### config.mk
export PLATFORM = sky130hd
export DESIGN_NAME = adc_sample_ctrl
export DESIGN_NICKNAME = d
export VERILOG_FILES = /design/src/rtl/adc_pkg.sv /design/src/rtl/adc_sample_ctrl_mov_avg.sv /design/src/rtl/adc_sample_ctrl.sv
export SDC_FILE = /design/constraint.sdc
export NUM_CORES = 1
export LEC_CHECK = 0
export CORE_ASPECT_RATIO = 1.2
export CORE_MARGIN = 5
export CORE_UTILIZATION = 53
export CTS_BUF_LIST = sky130_fd_sc_hd__clkbuf_4
export DETAILED_ROUTE_END_ITERATION = 10
export MAX_ROUTING_LAYER = met4
export PLACE_DENSITY = 0.78
export REMOVE_ABC_BUFFERS = 1
export SLEW_MARGIN = 20
export SYNTH_ARGS = -nofsm -noshare
export SYNTH_HDL_FRONTEND = slang
export SYNTH_SLANG_ARGS = --single-unit
### constraint.sdc
create_clock -name clk -period 2.1 [get_ports clk]
set_input_delay 0.42 -clock clk [delete_from_list [all_inputs] [get_ports clk]]
set_output_delay 0.42 -clock clk [all_outputs]
set_load 0.02 [all_outputs]
### src/rtl/adc_pkg.sv
// Shared definitions for the ADC sampling front end: sequencer states,
// default conversion timing and the protection thresholds.
package adc_pkg;

  typedef enum logic [2:0] {
    IDLE,
    STROBE,
    CONV,
    CAPTURE,
    HOLD
  } adc_state_e;

  // Default timing at 100 MHz: 5 us sample period, 4-cycle strobe,
  // 150-cycle conversion time of the external ADC.
  localparam int DEF_PERIOD      = 500;
  localparam int DEF_CONVST_LOW  = 4;
  localparam int DEF_CONV_CYCLES = 150;
  localparam int DEF_AVG_LOG2    = 2;

  // Output-voltage window in ADC codes, shared with the protection logic.
  localparam int OV_THRESH_DEF = 224;
  localparam int UV_THRESH_DEF = 160;

endpackage

### src/rtl/adc_sample_ctrl_mov_avg.sv
// N-deep moving average (N = 2^AVG_LOG2) built from a history shift register
// and a running sum; the output valid is held off until N samples are in.
module mov_avg #(
  parameter int DATA_W   = 8,
  parameter int AVG_LOG2 = 2
) (
  input  logic              clk,
  input  logic              rst,
  input  logic              vld_p0,
  input  logic [DATA_W-1:0] din_p0,
  output logic [DATA_W-1:0] avg,
  output logic              avg_valid
);

  localparam int N     = 1 << AVG_LOG2;
  localparam int SUM_W = DATA_W + AVG_LOG2;
  localparam logic [AVG_LOG2:0] FILL_FULL = (AVG_LOG2 + 1)'(N);

  logic [DATA_W-1:0]  hist_p1 [N];
  logic [SUM_W-1:0]   sum_p1;
  logic [SUM_W-1:0]   sum_nxt;
  logic [AVG_LOG2:0]  fill_p1;
  logic [AVG_LOG2:0]  fill_inc;

  // Truncating divide by N.
  function automatic logic [DATA_W-1:0] trunc_avg(input logic [SUM_W-1:0] s);
    return s[SUM_W-1:AVG_LOG2];
  endfunction

  // Running sum update and saturating fill count for the incoming sample.
  always_comb begin
    sum_nxt  = sum_p1 + SUM_W'(din_p0) - SUM_W'(hist_p1[N-1]);
    fill_inc = (fill_p1 == FILL_FULL) ? FILL_FULL : fill_p1 + 1'b1;
  end

  // Stage p0 -> p1: shift history, commit sum, publish average.
  always_ff @(posedge clk) begin
    if (!rst) begin
      for (int i = 0; i < N; i++) hist_p1[i] <= '0;
      sum_p1    <= '0;
      fill_p1   <= '0;
      avg       <= '0;
      avg_valid <= 1'b0;
    end else begin
      avg_valid <= vld_p0 && (fill_inc == FILL_FULL);
      if (vld_p0) begin
        hist_p1[0] <= din_p0;
        for (int i = 1; i < N; i++) hist_p1[i] <= hist_p1[i-1];
        sum_p1  <= sum_nxt;
        fill_p1 <= fill_inc;
        avg     <= trunc_avg(sum_nxt);
      end
    end
  end

endmodule

### src/rtl/adc_sample_ctrl.sv
// Parallel-ADC sampling controller: periodic conversion strobe, capture after
// the conversion time, per-sample OV/UV flags, sample counter and moving average.
module adc_sample_ctrl
  import adc_pkg::*;
#(
  parameter int DATA_W      = 8,
  parameter int PERIOD      = DEF_PERIOD,
  parameter int CONVST_LOW  = DEF_CONVST_LOW,
  parameter int CONV_CYCLES = DEF_CONV_CYCLES,
  parameter int AVG_LOG2    = DEF_AVG_LOG2,
  parameter int OV_THRESH   = OV_THRESH_DEF,
  parameter int UV_THRESH   = UV_THRESH_DEF
) (
  input  logic              clk,
  input  logic              rst,
  input  logic              en,
  input  logic [DATA_W-1:0] data_in,
  output logic              convst_bar,
  output logic [DATA_W-1:0] sample,
  output logic              sample_valid,
  output logic [DATA_W-1:0] avg,
  output logic              avg_valid,
  output logic              ov_flag,
  output logic              uv_flag,
  output logic [15:0]       sample_cnt
);

  localparam int CNT_W = $clog2(PERIOD);
  localparam logic [CNT_W-1:0] STROBE_LAST = CNT_W'(CONVST_LOW - 1);
  localparam logic [CNT_W-1:0] CONV_LAST   = CNT_W'(CONVST_LOW + CONV_CYCLES);
  localparam logic [CNT_W-1:0] CNT_LAST    = CNT_W'(PERIOD - 1);
  localparam logic [DATA_W-1:0] OV_T       = DATA_W'(OV_THRESH);
  localparam logic [DATA_W-1:0] UV_T       = DATA_W'(UV_THRESH);

  if (CONVST_LOW < 1 || CONVST_LOW + CONV_CYCLES + 3 > PERIOD) begin : g_bad_cfg
    $error("adc_sample_ctrl: illegal CONVST_LOW/CONV_CYCLES/PERIOD combination");
  end

  adc_state_e       state, state_nxt;
  logic [CNT_W-1:0] cnt, cnt_nxt;
  logic             capture;

  function automatic logic ov_hit(input logic [DATA_W-1:0] d);
    return d > OV_T;
  endfunction

  function automatic logic uv_hit(input logic [DATA_W-1:0] d);
    return d < UV_T;
  endfunction

  // Sequencer next state and period counter; counter parked at 0 in IDLE.
  always_comb begin
    state_nxt = state;
    cnt_nxt   = cnt + 1'b1;
    case (state)
      IDLE: begin
        cnt_nxt = '0;
        if (en) state_nxt = STROBE;
      end
      STROBE:  if (cnt == STROBE_LAST) state_nxt = CONV;
      CONV:    if (cnt == CONV_LAST) state_nxt = CAPTURE;
      CAPTURE: state_nxt = HOLD;
      HOLD: begin
        if (cnt == CNT_LAST) begin
          cnt_nxt   = '0;
          state_nxt = en ? STROBE : IDLE;
        end
      end
      default: begin
        state_nxt = IDLE;
        cnt_nxt   = '0;
      end
    endcase
  end

  // ADC data is captured on the edge that enters CAPTURE.
  assign capture = (state == CONV) && (cnt == CONV_LAST);

  // Sequencer state, counter and registered (glitch-free) strobe.
  always_ff @(posedge clk) begin
    if (!rst) begin
      state      <= IDLE;
      cnt        <= '0;
      convst_bar <= 1'b1;
    end else begin
      state      <= state_nxt;
      cnt        <= cnt_nxt;
      convst_bar <= (state_nxt != STROBE);
    end
  end

  // Stage p0: sample register, flags and counter.
  always_ff @(posedge clk) begin
    if (!rst) begin
      sample       <= '0;
      sample_valid <= 1'b0;
      ov_flag      <= 1'b0;
      uv_flag      <= 1'b0;
      sample_cnt   <= '0;
    end else begin
      sample_valid <= capture;
      if (capture) begin
        sample     <= data_in;
        ov_flag    <= ov_hit(data_in);
        uv_flag    <= uv_hit(data_in);
        sample_cnt <= sample_cnt + 16'd1;
      end
    end
  end

  mov_avg #(
    .DATA_W   (DATA_W),
    .AVG_LOG2 (AVG_LOG2)
  ) u_mov_avg (
    .clk       (clk),
    .rst       (rst),
    .vld_p0    (sample_valid),
    .din_p0    (sample),
    .avg       (avg),
    .avg_valid (avg_valid)
  );

endmodule

# After elaboration in Yosys (flattened, before gate mapping)
# Memories as Yosys holds them, arrays and structs flattened.
# Cells that the tools add are included.
[word_totals] register_bits=62 mem_bits_rw=32 in_bits=11 elab_cells=55 n_memories=1
[memory_table] name="u_mov_avg.hist_p1" words=4 word_bits=8 rd=4 rd_ports_with_merged_regs=0 wr=4 line="adc_sample_ctrl_mov_avg.sv:19" source="logic [DATA_W-1:0] hist_p1 [N];"
[classes] add_sub_neg=5 n_lt_le_gt_ge=2 eq_ne=10 n_mux=17 n_bitwise=4 n_reduce_logical=4
[ops] operator="8-bit two-way mux" count=4
[ops] operator="9-bit case mux with 2 select lines" count=1
[ops] operator="16-bit by 1-bit adder with 16-bit output, second input constant" count=1
[ops] operator="3-bit two-way mux" count=5
[ops] operator="3-bit case mux with 5 select lines" count=1
[ops] operator="10-bit by 8-bit adder with 10-bit output" count=1
[ops] operator="10-bit by 8-bit subtractor with 10-bit output" count=1
[ops] operator="9-bit by 1-bit adder with 9-bit output, second input constant" count=1
[ops] operator="3-bit == test, second input constant" count=3
[ops] operator="9-bit by 2-bit == test with 1-bit output, second input constant" count=1
[ops] operator="9-bit by 8-bit == test with 1-bit output, second input constant" count=1
[ops] operator="9-bit == test, second input constant" count=1
[ops] operator="9-bit two-way mux" count=1
[ops] operator="8-bit > comparator, second input constant" count=1
[ops] operator="8-bit < comparator, second input constant" count=1
[ops] operator="3-bit by 2-bit == test with 1-bit output, second input constant" count=2
[ops] operator="1-bit two-way mux" count=5
[ops] operator="1-bit OR" count=4
[ops] operator="3-bit by 1-bit adder with 3-bit output, second input constant" count=1
[ops] operator="3-bit by 1-bit == test with 1-bit output, second input constant" count=1
[ops] operator="3-bit zero test" count=1
[ops] operator="3-bit by 1-bit inequality test with 1-bit output, second input constant" count=1
[ops] operator="3-bit OR reduction" count=1
[ops] operator="1-bit logical AND" count=2

# Longest topological paths before layout
# Gate-level depths: netlist of run 1.
[depth] ltp_word=4 mapped_depth=11

# By module
# From an unflattened synthesis of run 1, not the netlist that was laid out.
[unflattened] cells_unflattened=442 area_unflattened_um2=4295.4
[modules_own_cells] mod="mov_avg" n_inst=1 cells_per_inst=234 area_per_inst_um2=2532.4
[modules_own_cells] mod="adc_sample_ctrl" n_inst=1 cells_per_inst=208 area_per_inst_um2=1762.9

# Worst setup path before layout of run 1
# Ideal clock, no wire load.
[synth_timing] path_kind="flip-flop to flip-flop" from="register sample[3]" to="register u_mov_avg.sum_p1[9]" t_arrival_ps=2406 required_time_ps=2018 slack_ps=-388 path_stages_with_launch=10 path_buffers=0 synth_period_minus_slack_ps=2488 path_cell_list="dfxtp_1 -> inv_1 -> fa_1 -> inv_1 -> ha_1 -> a21o_1 -> a21oi_1 -> a211o_1 -> mux2_2 -> o2111ai_1"
[synth_between] elab_chain_len=2
[synth_rtl] item="from (decl)" line="adc_sample_ctrl.sv:19" source="output logic [DATA_W-1:0] sample,"
[synth_rtl] item="from (signal assigned)" line="adc_sample_ctrl.sv:103" source="sample <= data_in;"
[synth_rtl] item="10-bit by 8-bit adder with 10-bit output" line="adc_sample_ctrl_mov_avg.sv:32" source="sum_nxt = sum_p1 + SUM_W'(din_p0) - SUM_W'(hist_p1[N-1]);"
[synth_rtl] item="10-bit by 8-bit subtractor with 10-bit output" line="adc_sample_ctrl_mov_avg.sv:32"
[synth_rtl] item="to (signal assigned)" line="adc_sample_ctrl_mov_avg.sv:49" source="sum_p1 <= sum_nxt;"
[synth_rtl] item="to (decl)" line="adc_sample_ctrl_mov_avg.sv:20" source="logic [SUM_W-1:0] sum_p1;"
# No other way between the ends.
# A chain may end at the register's enable or synchronous reset.

# Worst setup path after layout of run 1
[layout_timing] from="register u_mov_avg.sum_p1[1]" to="register u_mov_avg.sum_p1[9]"
[layout_between] elab_chain_len=2
[layout_rtl] item="10-bit by 8-bit adder with 10-bit output" line="adc_sample_ctrl_mov_avg.sv:32"
[layout_rtl] item="10-bit by 8-bit subtractor with 10-bit output" line="adc_sample_ctrl_mov_avg.sv:32"
# No other way between the ends.

==> out/results.tsv, run 1 <==
metric	value	unit
final hold slack	431	ps
worst skew pair latency	430	ps
fillers	612	
Setup Viol. Count Final	7	
# rows	36	
total congestion overflow	0	
Buf+Inv Stages, Crit Path	2	
Netlist Area Pre-Place	4280	um^2
Initial Util	53.4	%
Avg WL per Cell	14.6	um
ys flop type	dfxtp_1	
CTS tree	yes	
Post-synth ARST share	0	%
first-pass GRT wire length	15.4	mm
Final period util	112	%
Reg clk slew, reported paths	150	ps
chip height	108	um
IO buf count	47	
Ys Warns	0	
slowest CP cell	fa_1	
post-synthesis register bit count	86	
Static Leakage	2.16	nW
antenna cells	0	
Max Cap Viol	0	
Num CTS Buffers	9	
Fmax achieved	0.424	GHz
Largest stage delay, worst path	560	ps
delay-heaviest family, CP	adder cells	
peak supply drop	0.406	mV
failing checks	negative setup slack	
worst setup margin	-259	ps
Placed Instances	588	
Final Max Slew Viols	0	
detailed-route via count	3318	
multi-input logic area	2090	um^2
largest fanout on the critical path	3	
RSZ-0062 raised after global routing	yes	
skew final	26.0	ps
Tmin final	2360	ps
fin util	67.7	%
H-tree level count	3	
clk buf depth	2	
# hold bufs at CTS	0	
area grow syn2layout	26.7	%
drt pass-1 iters	4	
DP HPWL	6.25	mm
Slew headroom	64.2	%
worst hold path type	flop to flop	
count leader, synth	dfxtp_1	
syn avg cell area	9.93	um^2
Total Wirelength	8.92	mm
Clock Sinks	86	
I/O pin count	48	
kind of critical path	flop to flop	
Nets	544	
crit-path cells	inv_2 > fa_1 > inv_1 > ha_1 > a21o_1 > nand4_1 > a211o_1 > a31oi_1 > o2111ai_2	
Via-to-Cell Ratio	5.44	
share of cells above drive strength 1	21.2	%
crit end category	flop	
worst path arrival time	2670	ps
area leader, netlist	dfxtp_1	
Mapped Cells	431	
largest net degree at the start of global routing	57	
vias in the first global route	3373	
clock root cell	clkbuf_4	
top cells by area in the synthesized netlist	dfxtp_1 (25%), edfxtp_1 (22%), ha_1 (4.4%)	
share of Yosys cell area claimed by the top area cell type	25.2	%
Final Power	2.99	mW
Final Wtd Congestion	0.870	
die area	9980	um^2
initial antenna violation count	0	
final hold viol count	0	
startpoint type of the worst setup path	flop	
fin cells	610	
Post-synth EDFFs	32	
PD cells	551	nW/um^2
core area	8020	um^2
post-route ant nets	0	
all-layer global routing usage	19.8	%
Worst Max-Slew Pin Slew	537	ps
Synth top cells by count	dfxtp_1 (54), inv_1 (40), nand2_1 (40)	
Register Area	2050	um^2
Worst Path Required	2410	ps
die width	92.1	um
Initial DRC Count	182	
dpl ws	-308	ps
sequential element share of the synthesized area	47.7	%
DRC violation count after routing	0	
status	finished with violations	
count of cell types in the netlist	54	
## final cells by class
cell class / instances / share of cell area [%]
tap: 95 / 2.19
inverter: 40 / 2.77
clock buffer: 10 / 1.38
timing repair buffer: 94 / 15.8
multi-input combinational: 279 / 38.5
sequential: 86 / 37.8
clock inverter: 6 / 1.57
## what timing repair did
| action | in CTS | in global routing |
|---|---|---|
| pin swaps | 18 | 12 |
| setup buffers | 5 | 1 |
| endpoints found under the setup margin | 12 | 13 |
| endpoints found under the hold margin | 0 | 0 |
| resized for setup | 24 | 24 |
## layout by cell type, fill, tap and decap left out, types with 3 or more instances in the layout
master	synthesis	final
a21boi_0	11	11
a21oi_1	10	5
a21oi_2	0	3
and2_1	13	13
and3_1	28	28
buf_4	8	41
buf_6	2	4
clkbuf_4	0	10
clkdlybuf4s50_1	0	46
dfxtp_1	54	46
dfxtp_2	0	8
edfxtp_1	32	32
fa_1	8	7
ha_1	15	9
ha_2	0	4
inv_1	40	35
inv_2	0	5
mux2i_1	5	5
nand2_1	40	39
nand2b_1	8	7
nand3_1	19	19
nand4_1	6	6
nand4bb_1	3	3
nor2_1	25	25
nor2b_1	7	6
o211ai_1	5	5
o21a_1	3	3
o21ai_0	10	8
o31ai_1	3	3
xnor2_1	14	14
xor2_1	6	6
## per-layer routing
layer	global-route usage [%]	up-vias	wire length, um
met5	-	-	0
met4	8.60	0	191
met3	2.51	18	255
met2	32.9	65	4410
met1	24.4	1591	4060
li1	-	1644	-
## path summary, 6_finish.rpt
path                                          start                   to  slack (ps)  depth (start not counted)
worst min register to register               cnt[0]               cnt[0]         430                          1
worst max register to register  u_mov_avg.sum_p1[1]  u_mov_avg.sum_p1[9]        -260                          9
worst max-delay path            u_mov_avg.sum_p1[1]  u_mov_avg.sum_p1[9]        -260                          9
worst min-delay path                         cnt[0]               cnt[0]         430                          1
## power by group
part | internal [mW] | leakage, nW | switching (mW) | total, mW
clock network | 0.496 | 0.0907 | 0.564 | 1.06
logic | 0.0739 | 1.33 | 0.0873 | 0.161
registers | 1.76 | 0.743 | 0.0109 | 1.77
## metrics by stage
step	TNS (ps)	cell area, um^2
after CTS	-601	5340
after global routing	-1590	5430
after global placement	-989	5060
after detailed placement	-1570	5060
final	-857	5430
after floorplan	-13570	4140
## kinds of logic after synthesis
logic type	count (synthesis)	synth area share (%)
simple gates	169	22.0
flops	86	47.7
buf+inv	66	6.84
compound gates	61	9.85
fa+ha+maj	23	8.12
xor+xnor	20	4.09
mux	6	1.43
## sequential cells by signal, indices dropped and copies added, names as in the netlist
name                 cells
cnt                      9
convst_bar               1
ov_flag                  1
sample                   8
sample_cnt              16
sample_valid             1
state                    3
u_mov_avg.avg_valid      1
u_mov_avg.fill_p1        3
u_mov_avg.hist_p1       32
u_mov_avg.sum_p1        10
uv_flag                  1
Power figures use the tool's default switching activity.
==> inputs of run 2 (changes only) <==
--- a/config.mk
+++ b/config.mk
@@ -9,9 +9,10 @@
 export CORE_MARGIN = 5
 export CORE_UTILIZATION = 53
 export CTS_BUF_LIST = sky130_fd_sc_hd__clkbuf_4
+export CTS_CLUSTER_DIAMETER = 40
 export DETAILED_ROUTE_END_ITERATION = 10
 export MAX_ROUTING_LAYER = met4
-export PLACE_DENSITY = 0.78
+export PLACE_DENSITY_LB_ADDON = 0.3
 export REMOVE_ABC_BUFFERS = 1
 export SLEW_MARGIN = 20
 export SYNTH_ARGS = -nofsm -noshare
==> run 2 against run 1 <==
The flow still finishes with violations (negative setup slack). Clock power is 9.6% lower. Sequential cell count stayed put. Core utilization is 0.70 points lower. Combinational power hardly changed. Critical endpoint is now u_mov_avg.sum_p1[8]. Critical path type unchanged. Wire length is 3.1% higher. Final area is 1.0% lower. Maximum frequency is 3.1% higher. Total power is 3.4% lower. Hold slack better by 42 ps. Non-clock buffer count stayed put. Setup slack better by 72 ps.
==> out/results.tsv, run 2 (synthesis results as in run 1) <==
metric	value	unit	change
I/O pin count	48		unchanged
area grow syn2layout	25.4	%	
r2r startpoint	u_mov_avg.sum_p1[1]		
post-route ant nets	0		unchanged
Initial Util	53.4	%	unchanged
CTS tree	yes		
Initial DRC Count	199		+9.3%
Via-to-Cell Ratio	5.52		+1.5%
Setup TNS	-748	ps	+109 ps
Nets	544		unchanged
final hold viol count	0		unchanged
Slew headroom	63.6	%	-0.62 points
DRC violation count after routing	0		unchanged
Total Wirelength	9.20	mm	+3.1%
dpl ws	-295	ps	+13.4 ps
Static Leakage	2.13	nW	-1.2%
worst r2r dst	u_mov_avg.sum_p1[8]		
Critical Path Sink	u_mov_avg.sum_p1[8]		
Met1 Wirelength	4.11	mm	+1.3%
Final Max Slew Viols	0		unchanged
Max Cap Viol	0		unchanged
Reg2Reg Setup Slack	-190	ps	+70 ps
NetSw	0.656	mW	-0.87%
die area	9980	um^2	unchanged
Placed Instances	592		+0.68%
initial antenna violation count	0		unchanged
worst path arrival time	2630	ps	-40 ps
Fmax achieved	0.437	GHz	+3.1%
Final Wtd Congestion	0.837		-3.8%
Tmin final	2290	ps	-72.0 ps
core area	8020	um^2	unchanged
crit end category	flop		
Final Power	2.89	mW	-3.4%
worst skew pair latency	440	ps	about the same
Switching Share	22.7	%	+0.59 points
met3 wire length	354	um	+39%
first-pass GRT wire length	15.4	mm	-0.27%
Largest register FFs	32		unchanged
worst setup margin	-187	ps	+72.0 ps
largest fanout on the critical path	3		unchanged
H-tree level count	3		unchanged
total congestion overflow	0		unchanged
Largest regs	u_mov_avg.hist_p1 x32, sample_cnt x16, u_mov_avg.sum_p1 x10		
worst hold path type	flop to flop		
die width	92.1	um	unchanged
# rows	36		unchanged
startpoint type of the worst setup path	flop		
all-layer global routing usage	20.0	%	+0.20 points
share of cells above drive strength 1	19.4	%	-1.7 points
vias in the first global route	3281		-2.7%
clk buf depth	2		unchanged
Clock Sinks	86		unchanged
Internal Pwr Total	2.23	mW	-4.2%
largest net degree at the start of global routing	34		-40%
Reg with most FFs	u_mov_avg.hist_p1		
top routing layer used	met4		
peak supply drop	0.396	mV	-2.4%
PD cells	538	nW/um^2	-2.4%
Reg clk slew, reported paths	130	ps	-20 ps
commonest non-fill, non-tap cell in the layout	dfxtp_1		
skew final	13.0	ps	-12.9 ps
detailed-route via count	3368		+1.5%
kind of critical path	flop to flop		
Worst Max-Slew Pin Slew	546	ps	+9.37 ps
antenna cells	0		unchanged
failing checks	negative setup slack		
most frequent cells in the layout	dfxtp_1 (48), clkdlybuf4s50_1 (46), buf_4 (44), nand2_1 (39), inv_1 (37)		
Setup Viol. Count Final	5		-2
IO buf count	47		unchanged
chip height	108	um	unchanged
Clk network pwr share	33.1	%	-2.3 points
RSZ-0062 raised after global routing	yes		
Num CTS Buffers	9		unchanged
drt pass-1 iters	4		unchanged
r2r worst-path depth	9		unchanged
status	finished with violations		
DP HPWL	6.53	mm	+4.4%
fin cells	610		unchanged
Worst Path Required	2450	ps	+40 ps
Final period util	109	%	-3.4 points
sequential group share of total power	61.3	%	+2.1 points
Detail Route met2 WL	4.55	mm	+3.2%
clock root cell	clkbuf_4		
fillers	636		+3.9%
Comb power frac	5.6	%	+0.2 points
Avg WL per Cell	15.1	um	+3.1%
CP startpoint	u_mov_avg.sum_p1[1]		
-- run 2: power by group through the flow --
stage,registers [mW],clock network [mW],logic [mW]
global route,1.77,1.04,0.177
finish,1.77,0.958,0.161
CTS,1.77,0.969,0.157
detailed placement,1.81,0,0.144
floorplan,1.81,0,0.0601
global placement,1.81,0,0.138
-- run 2: worst max-delay path, stage by stage, from the launching register on --
cell and delay (ps):
dfxtp_2 350, inv_2 40, fa_1 480, buf_4 160, fa_2 380, nand2b_4 160, a21oi_4 200, o221a_4 210
o2111ai_1 100, o311ai_1 130
-- run 2: worst min path at each step --
stage | to | slack (ps) | depth (start not counted) | start
finish | cnt[0] | 470 | 1 | cnt[0]
global route | u_mov_avg.sum_p1[7] | 480 | 2 | rst
CTS | cnt[0] | 470 | 1 | cnt[0]
detailed placement | cnt[0] | 450 | 1 | cnt[0]
global placement | cnt[0] | 440 | 1 | cnt[0]
floorplan | cnt[0] | 430 | 1 | cnt[0]
-- run 2: through the flow --
step | instance area (um^2) | hold WS [ps] | utilization, %
final | 5370 | 473 | 67.0
after CTS | 5330 | 474 | 66.4
after floorplan | 4140 | 426 | -
after global placement | 5070 | 438 | 63.3
after detailed placement | 5070 | 445 | 63.3
after global routing | 5370 | 485 | 67.0
-- run 2: area by class of cell --
type	instances	area [um^2]	share of cell area, %
clock buffers	12	90.1	1.68
clock inverters	4	47.5	0.885
inverters	40	150	2.80
multi-input cells	279	2080	38.7
flip-flops and latches	86	2050	38.2
well taps	95	119	2.21
repair buffers	94	838	15.6
-- run 2: repair_timing --
action | 4_1_cts | 5_1_grt
hold buffers | 0 | 0
setup buffers | 2 | 0
gates resized for setup | 27 | 10
setup endpoints to repair | 9 | 13
pin swaps | 16 | 3
-- run 2: metal layers --
metal / vias to the layer above / global-route usage [%]
met5: - / -
met4: 0 / 8.39
met3: 13 / 3.76
met2: 74 / 32.4
met1: 1646 / 24.8
li1: 1635 / -
